**src/rtl/reg_file_ctrl_pkg.sv**
```systemverilog
// Shared types and constants for the register-file controller.
// Optional feature macro: RFC_DUMP_EN (builds the host DUMP burst path).
package reg_file_ctrl_pkg;

    typedef enum logic [1:0] {
        IDLE = 2'd0,
        LOAD = 2'd1,
        DUMP = 2'd2
    } rfc_state_t;

    // Host command opcodes carried on cmd_op.
    localparam logic kRFC_LOAD = 1'b0;
    localparam logic kRFC_DUMP = 1'b1;

endpackage

```
**src/rtl/rfc_burst_counter.sv**
```systemverilog
// Burst address/length tracker: loads base and length on command accept,
// advances one register per accepted beat and flags the final beat.
// Optional feature macro: RFC_DUMP_EN (not referenced here).
module rfc_burst_counter #(
    parameter int D = 4
) (
    input  logic         clk,
    input  logic         rst,
    input  logic         load,
    input  logic         step,
    input  logic [D-1:0] base,
    input  logic [D-1:0] len,
    output logic [D-1:0] ptr,
    output logic         last
);

    // Remaining beats; one extra bit so a zero length means the full 2**D.
    logic [D:0] rem;

    // Load pointer/count on accept, otherwise advance on each beat.
    always_ff @(posedge clk or posedge rst) begin
        if (rst) begin
            ptr <= '0;
            rem <= '0;
        end else if (load) begin
            ptr <= base;
            rem <= (len == '0) ? {1'b1, {D{1'b0}}} : {1'b0, len};
        end else if (step) begin
            ptr <= ptr + 1'b1;
            rem <= rem - 1'b1;
        end
    end

    assign last = (rem == {{D{1'b0}}, 1'b1});

endmodule

```
**src/rtl/reg_file_ctrl.sv**
```systemverilog
// Register-file write/read port arbiter between core writeback and the host
// LOAD/DUMP burst channel. The core is stalled while a host burst runs.
// Optional feature macro: RFC_DUMP_EN (when undefined, DUMP commands are
// accepted but answered with a one-cycle cmd_err pulse).
module reg_file_ctrl
    import reg_file_ctrl_pkg::*;
#(
    parameter int W = 8,
    parameter int D = 4
) (
    input  logic         CLK,
    input  logic         reset,
    input  logic         core_we,
    input  logic [D-1:0] core_waddr,
    input  logic [W-1:0] core_wdata,
    input  logic [D-1:0] core_raddr,
    output logic         core_stall,
    input  logic         cmd_valid,
    output logic         cmd_ready,
    input  logic         cmd_op,
    input  logic [D-1:0] cmd_base,
    input  logic [D-1:0] cmd_len,
    input  logic         din_valid,
    output logic         din_ready,
    input  logic [W-1:0] din_data,
    output logic         dout_valid,
    input  logic         dout_ready,
    output logic [W-1:0] dout_data,
    output logic         cmd_err,
    output logic         rf_we,
    output logic [D-1:0] rf_waddr,
    output logic [W-1:0] rf_wdata,
    output logic [D-1:0] rf_raddr,
    input  logic [W-1:0] rf_rdata
);

    rfc_state_t   state;
    rfc_state_t   state_nxt;
    logic         accept;
    logic         load_beat;
    logic         dump_beat;
    logic         cnt_load;
    logic         last;
    logic [D-1:0] ptr;

    // Reset gating keeps handshake outputs low while reset is held.
    assign cmd_ready = (state == IDLE) && !reset;
    assign accept    = cmd_valid && cmd_ready;
    assign load_beat = (state == LOAD) && din_valid;
    assign dout_data = rf_rdata;

`ifdef RFC_DUMP_EN
    assign dump_beat = (state == DUMP) && dout_ready;
    assign cnt_load  = accept;
    assign cmd_err   = 1'b0;
`else
    logic err_q;
    logic unused_dout_ready;

    assign unused_dout_ready = dout_ready;
    assign dump_beat = 1'b0;
    assign cnt_load  = accept && (cmd_op == kRFC_LOAD);
    assign cmd_err   = err_q;

    // Flag a DUMP request for one cycle since the dump path is not built.
    always_ff @(posedge CLK or posedge reset) begin
        if (reset) begin
            err_q <= 1'b0;
        end else begin
            err_q <= accept && (cmd_op == kRFC_DUMP);
        end
    end
`endif

    rfc_burst_counter #(
        .D (D)
    ) u_burst_counter (
        .clk  (CLK),
        .rst  (reset),
        .load (cnt_load),
        .step (load_beat || dump_beat),
        .base (cmd_base),
        .len  (cmd_len),
        .ptr  (ptr),
        .last (last)
    );

    // State register.
    always_ff @(posedge CLK or posedge reset) begin
        if (reset) begin
            state <= IDLE;
        end else begin
            state <= state_nxt;
        end
    end

    // Next-state: start a burst on accept, return to IDLE on the last beat.
    always_comb begin
        state_nxt = state;
        case (state)
            IDLE: begin
                if (accept) begin
                    if (cmd_op == kRFC_LOAD) begin
                        state_nxt = LOAD;
                    end
`ifdef RFC_DUMP_EN
                    else begin
                        state_nxt = DUMP;
                    end
`endif
                end
            end
            LOAD: begin
                if (load_beat && last) begin
                    state_nxt = IDLE;
                end
            end
`ifdef RFC_DUMP_EN
            DUMP: begin
                if (dump_beat && last) begin
                    state_nxt = IDLE;
                end
            end
`endif
            default: state_nxt = IDLE;
        endcase
    end

    // Port muxing: core owns the register file in IDLE, host owns it in bursts.
    always_comb begin
        core_stall = 1'b0;
        din_ready  = 1'b0;
        dout_valid = 1'b0;
        rf_we      = 1'b0;
        rf_waddr   = core_waddr;
        rf_wdata   = core_wdata;
        rf_raddr   = core_raddr;
        case (state)
            IDLE: begin
                rf_we = core_we && !reset;
            end
            LOAD: begin
                core_stall = 1'b1;
                din_ready  = 1'b1;
                rf_we      = din_valid;
                rf_waddr   = ptr;
                rf_wdata   = din_data;
            end
`ifdef RFC_DUMP_EN
            DUMP: begin
                core_stall = 1'b1;
                dout_valid = 1'b1;
                rf_raddr   = ptr;
            end
`endif
            default: ;
        endcase
    end

endmodule

```
**config.mk**
```make
export PLATFORM = sky130hd
export DESIGN_NAME = reg_file_ctrl
export DESIGN_NICKNAME = d
export VERILOG_FILES = /design/src/rtl/reg_file_ctrl_pkg.sv /design/src/rtl/rfc_burst_counter.sv /design/src/rtl/reg_file_ctrl.sv
export SDC_FILE = /design/constraint.sdc
export NUM_CORES = 1
export LEC_CHECK = 0
export BUFFER_PORTS_ARGS = -buffer_cell sky130_fd_sc_hd__buf_2
export CORE_UTILIZATION = 40
export DETAILED_ROUTE_END_ITERATION = 6
export HOLD_SLACK_MARGIN = 0.05
export PLACE_DENSITY_LB_ADDON = 0.08
export SLEW_MARGIN = 0
export SYNTH_ARGS = -nofsm -noshare
export SYNTH_HDL_FRONTEND = slang
export SYNTH_SLANG_ARGS = --single-unit
```
**constraint.sdc**
```tcl
create_clock -name CLK -period 2.9 [get_ports CLK]
set_clock_uncertainty 0.05 [all_clocks]
set_input_delay 0.58 -clock CLK [delete_from_list [all_inputs] [get_ports CLK]]
set_output_delay 0.58 -clock CLK [all_outputs]
set_load 0.02 [all_outputs]
```
==> metrics.yaml <==
status: "complete, no violations"
arrival_ns: 1.68
gp_congestion: 0.7983
synth_cell_types: 25
cts_setup_buffers: 0
yosys.area_share.simple_pct: 18.58
first_iter_violations: 7
dp_hpwl_um: 1453
synthArstFlopShare_pct: 100.0
drive_gt1_share_pct: 52.67
r2r_cells: 3
design_area_um2: 1062
cts_root_buffer: "clkbuf_4"
setup_viol: 0
worst_slew_pin_slew_ns: 0.7842
fin_crit_sh_pct: 79.64
synth-edff-count: 0
hp-class: "input pin to async pin"
clk_pin_slew_ns: 0.07
grt_pass1_wl_um: 3029
wl_per_cell_um: 11.75
antenna_cells: 0
grt_max_degree: 25
leakage_nw: 0.5350
syn_area_um2: 862.1
grt_pass1_vias: 666
crit_slowest_cell: "dfrtp_1"
drc: 0
cts_resized: 0
cts_hold_buffers: 0
rsz0062_at_grt: "false"
placed_area_um2: 1036
cts_buffer_depth: 2
synthAdderAreaFrac_pct: 4.354
overflow: 0
power-per-cell-area_nw_per_um2: 877.2
regArea_um2: 275.3
ys.flop_type: "dfrtp_1"
yosysWarnings: 0
rows: 16
critPathKind: "flip-flop to output pin"
die_area_um2: 2345
report.final.slew_viol_count: 0
die_h_um: 48.43
layout.cells.most_common_list: "buf_2, mux2_2, dfrtp_1, nand2_1"
initial_core_util_pct: 43.06
yosys_register_bits: 11
r2r-start: "state[0]$_DFFE_PP0P_"
syn_inst: 93
r2r_end: "u_burst_counter.rem[0]$_DFFE_PP0P_"
io_pins: 77
synth-xor-area-share_pct: 3.048
layout_commonest_cell: "buf_2"
synthToLayoutAreaGrowth_pct: 23.22
cp-start-kind: "flip-flop"
final.setup.tns_ns: 0
clock.fmax_mhz: 433.0
cts_tree: "done"
slew-limit-headroom_pct: 47.72
cts.sinks: 11
ys_seq_area_share_pct: 31.93
syn_avg_cell_area_um2: 9.270
viasPerCell: 4.918
post-route-min-period_ns: 2.310
r2r_slack_ns: 0.96
path_max_fanout: 24
core_um2: 2002
grt_antenna_before_repair: 0
htreeDepth: 1
critPathRequiredTime_ns: 2.27
report.final.hold_viol_count: 0
first_pass_iters: 3
cpPeakStageDelay_ns: 0.85
clkLatencyLatePin_ns: 0.26
cts_buffers: 3
cp_cell_sequence: "mux2_2 > buf_2"
synth_top_family_by_area: "simple AND/OR/NAND/NOR gates"
final_antenna_net_count: 0
die_width_um: 48.43
synth_compound_gate_area_share_pct: 10.16
cap_viol_max_count: 0
drt-total-wl_um: 1857
port_buffers: 50
multi_input_area_um2: 450.4
fillCellCount: 219
fin_nets: 182
vias: 777
end_kind: "output pin"
track_usage_pct: 16.43
syn_nets: 143
muxShareOfSynthArea_pct: 15.67
ir_drop_uv: 520.9
[final cells by class]
type,count,area share (%)
Clock buffer,4,2.473
Inverter,3,1.060
Multi-Input combinational cell,61,42.40
Sequential cell,11,25.91
Tap cell,27,3.180
Timing Repair Buffer,52,24.97
[cell families (layout without fill, tap and decap cells)]
logic type	after synthesis	in the layout
xor+xnor	3	3
compound gates	13	13
buf+inv	21	59
mux	12	12
flops	11	11
simple gates	29	29
fa+ha+maj	3	3
other cells	1	1
[where the power goes]
part | internal (W) | switching [W]
sequential | 0.000224 | 0.000102
clock | 0.0000531 | 0.0000478
combinational | 0.000242 | 0.000263
total | 0.000519 | 0.000413
[layer usage]
metal  wire, um  track usage [%]
met1        813            20.32
met2        926            27.23
met3         96            5.031
met4         20            5.392
met5          0                0
[worst max-delay path: cells and delay by family, from the launching register on]
kind                   cells  cell delay [ns]
buffers and inverters      1             0.16
DFF                        1             0.85
muxes                      1             0.41
[sequential cells by signal, summed over array words and instances (netlist names)]
| register | count |
|---|---|
| u_burst_counter.rem | 5 |
| u_burst_counter.ptr | 4 |
| cmd_err | 1 |
| state | 1 |
[worst max path at each step]
| stage | end | slack, ns | from | cells after the start |
|---|---|---|---|---|
| after global placement | rf_waddr[1] | 0.88 | state[0]$_DFFE_PP0P_ | 2 |
| after detailed placement | rf_wdata[6] | 0.85 | state[0]$_DFFE_PP0P_ | 2 |
| after global routing | rf_wdata[6] | 0.48 | state[0]$_DFFE_PP0P_ | 2 |
| after floorplan | rf_waddr[0] | 0.90 | state[0]$_DFFE_PP0P_ | 3 |
| final | rf_wdata[4] | 0.59 | state[0]$_DFFE_PP0P_ | 2 |
| after CTS | rf_wdata[6] | 0.56 | state[0]$_DFFE_PP0P_ | 2 |
[per-stage QoR]
| step | instances | setup WS (ns) | util (%) | hold WS [ns] | total power [W] |
|---|---|---|---|---|---|
| global route | 158 | 0.4827 | 53.06 | 0.3162 | 0.001006 |
| CTS | 158 | 0.5643 | 53.06 | 0.2920 | 0.0009447 |
| floorplan | 93 | 0.9010 | - | 0.3824 | 0.0007249 |
| global placement | 154 | 0.8760 | 51.75 | 0.4803 | 0.0008287 |
| detailed placement | 154 | 0.8492 | 51.75 | 0.4901 | 0.0008384 |
| finish | 158 | 0.5904 | 53.06 | 0.2915 | 0.0009318 |
[cells in the mapped netlist (2+ instances only)]
master | instances | share of area [%]
o211ai_1 | 2 | 1.7
xor2_1 | 3 | 3.0
inv_1 | 3 | 1.3
nand3_1 | 5 | 2.9
ha_1 | 3 | 4.4
a31oi_1 | 3 | 2.2
or3_1 | 3 | 2.2
nand2_1 | 10 | 4.4
nor2_1 | 3 | 1.3
and3_1 | 2 | 1.5
mux2_2 | 12 | 16
dfrtp_1 | 11 | 32
o21ai_0 | 5 | 2.9
buf_4 | 14 | 12
buf_2 | 4 | 2.3
Power figures use the tool's default switching activity.
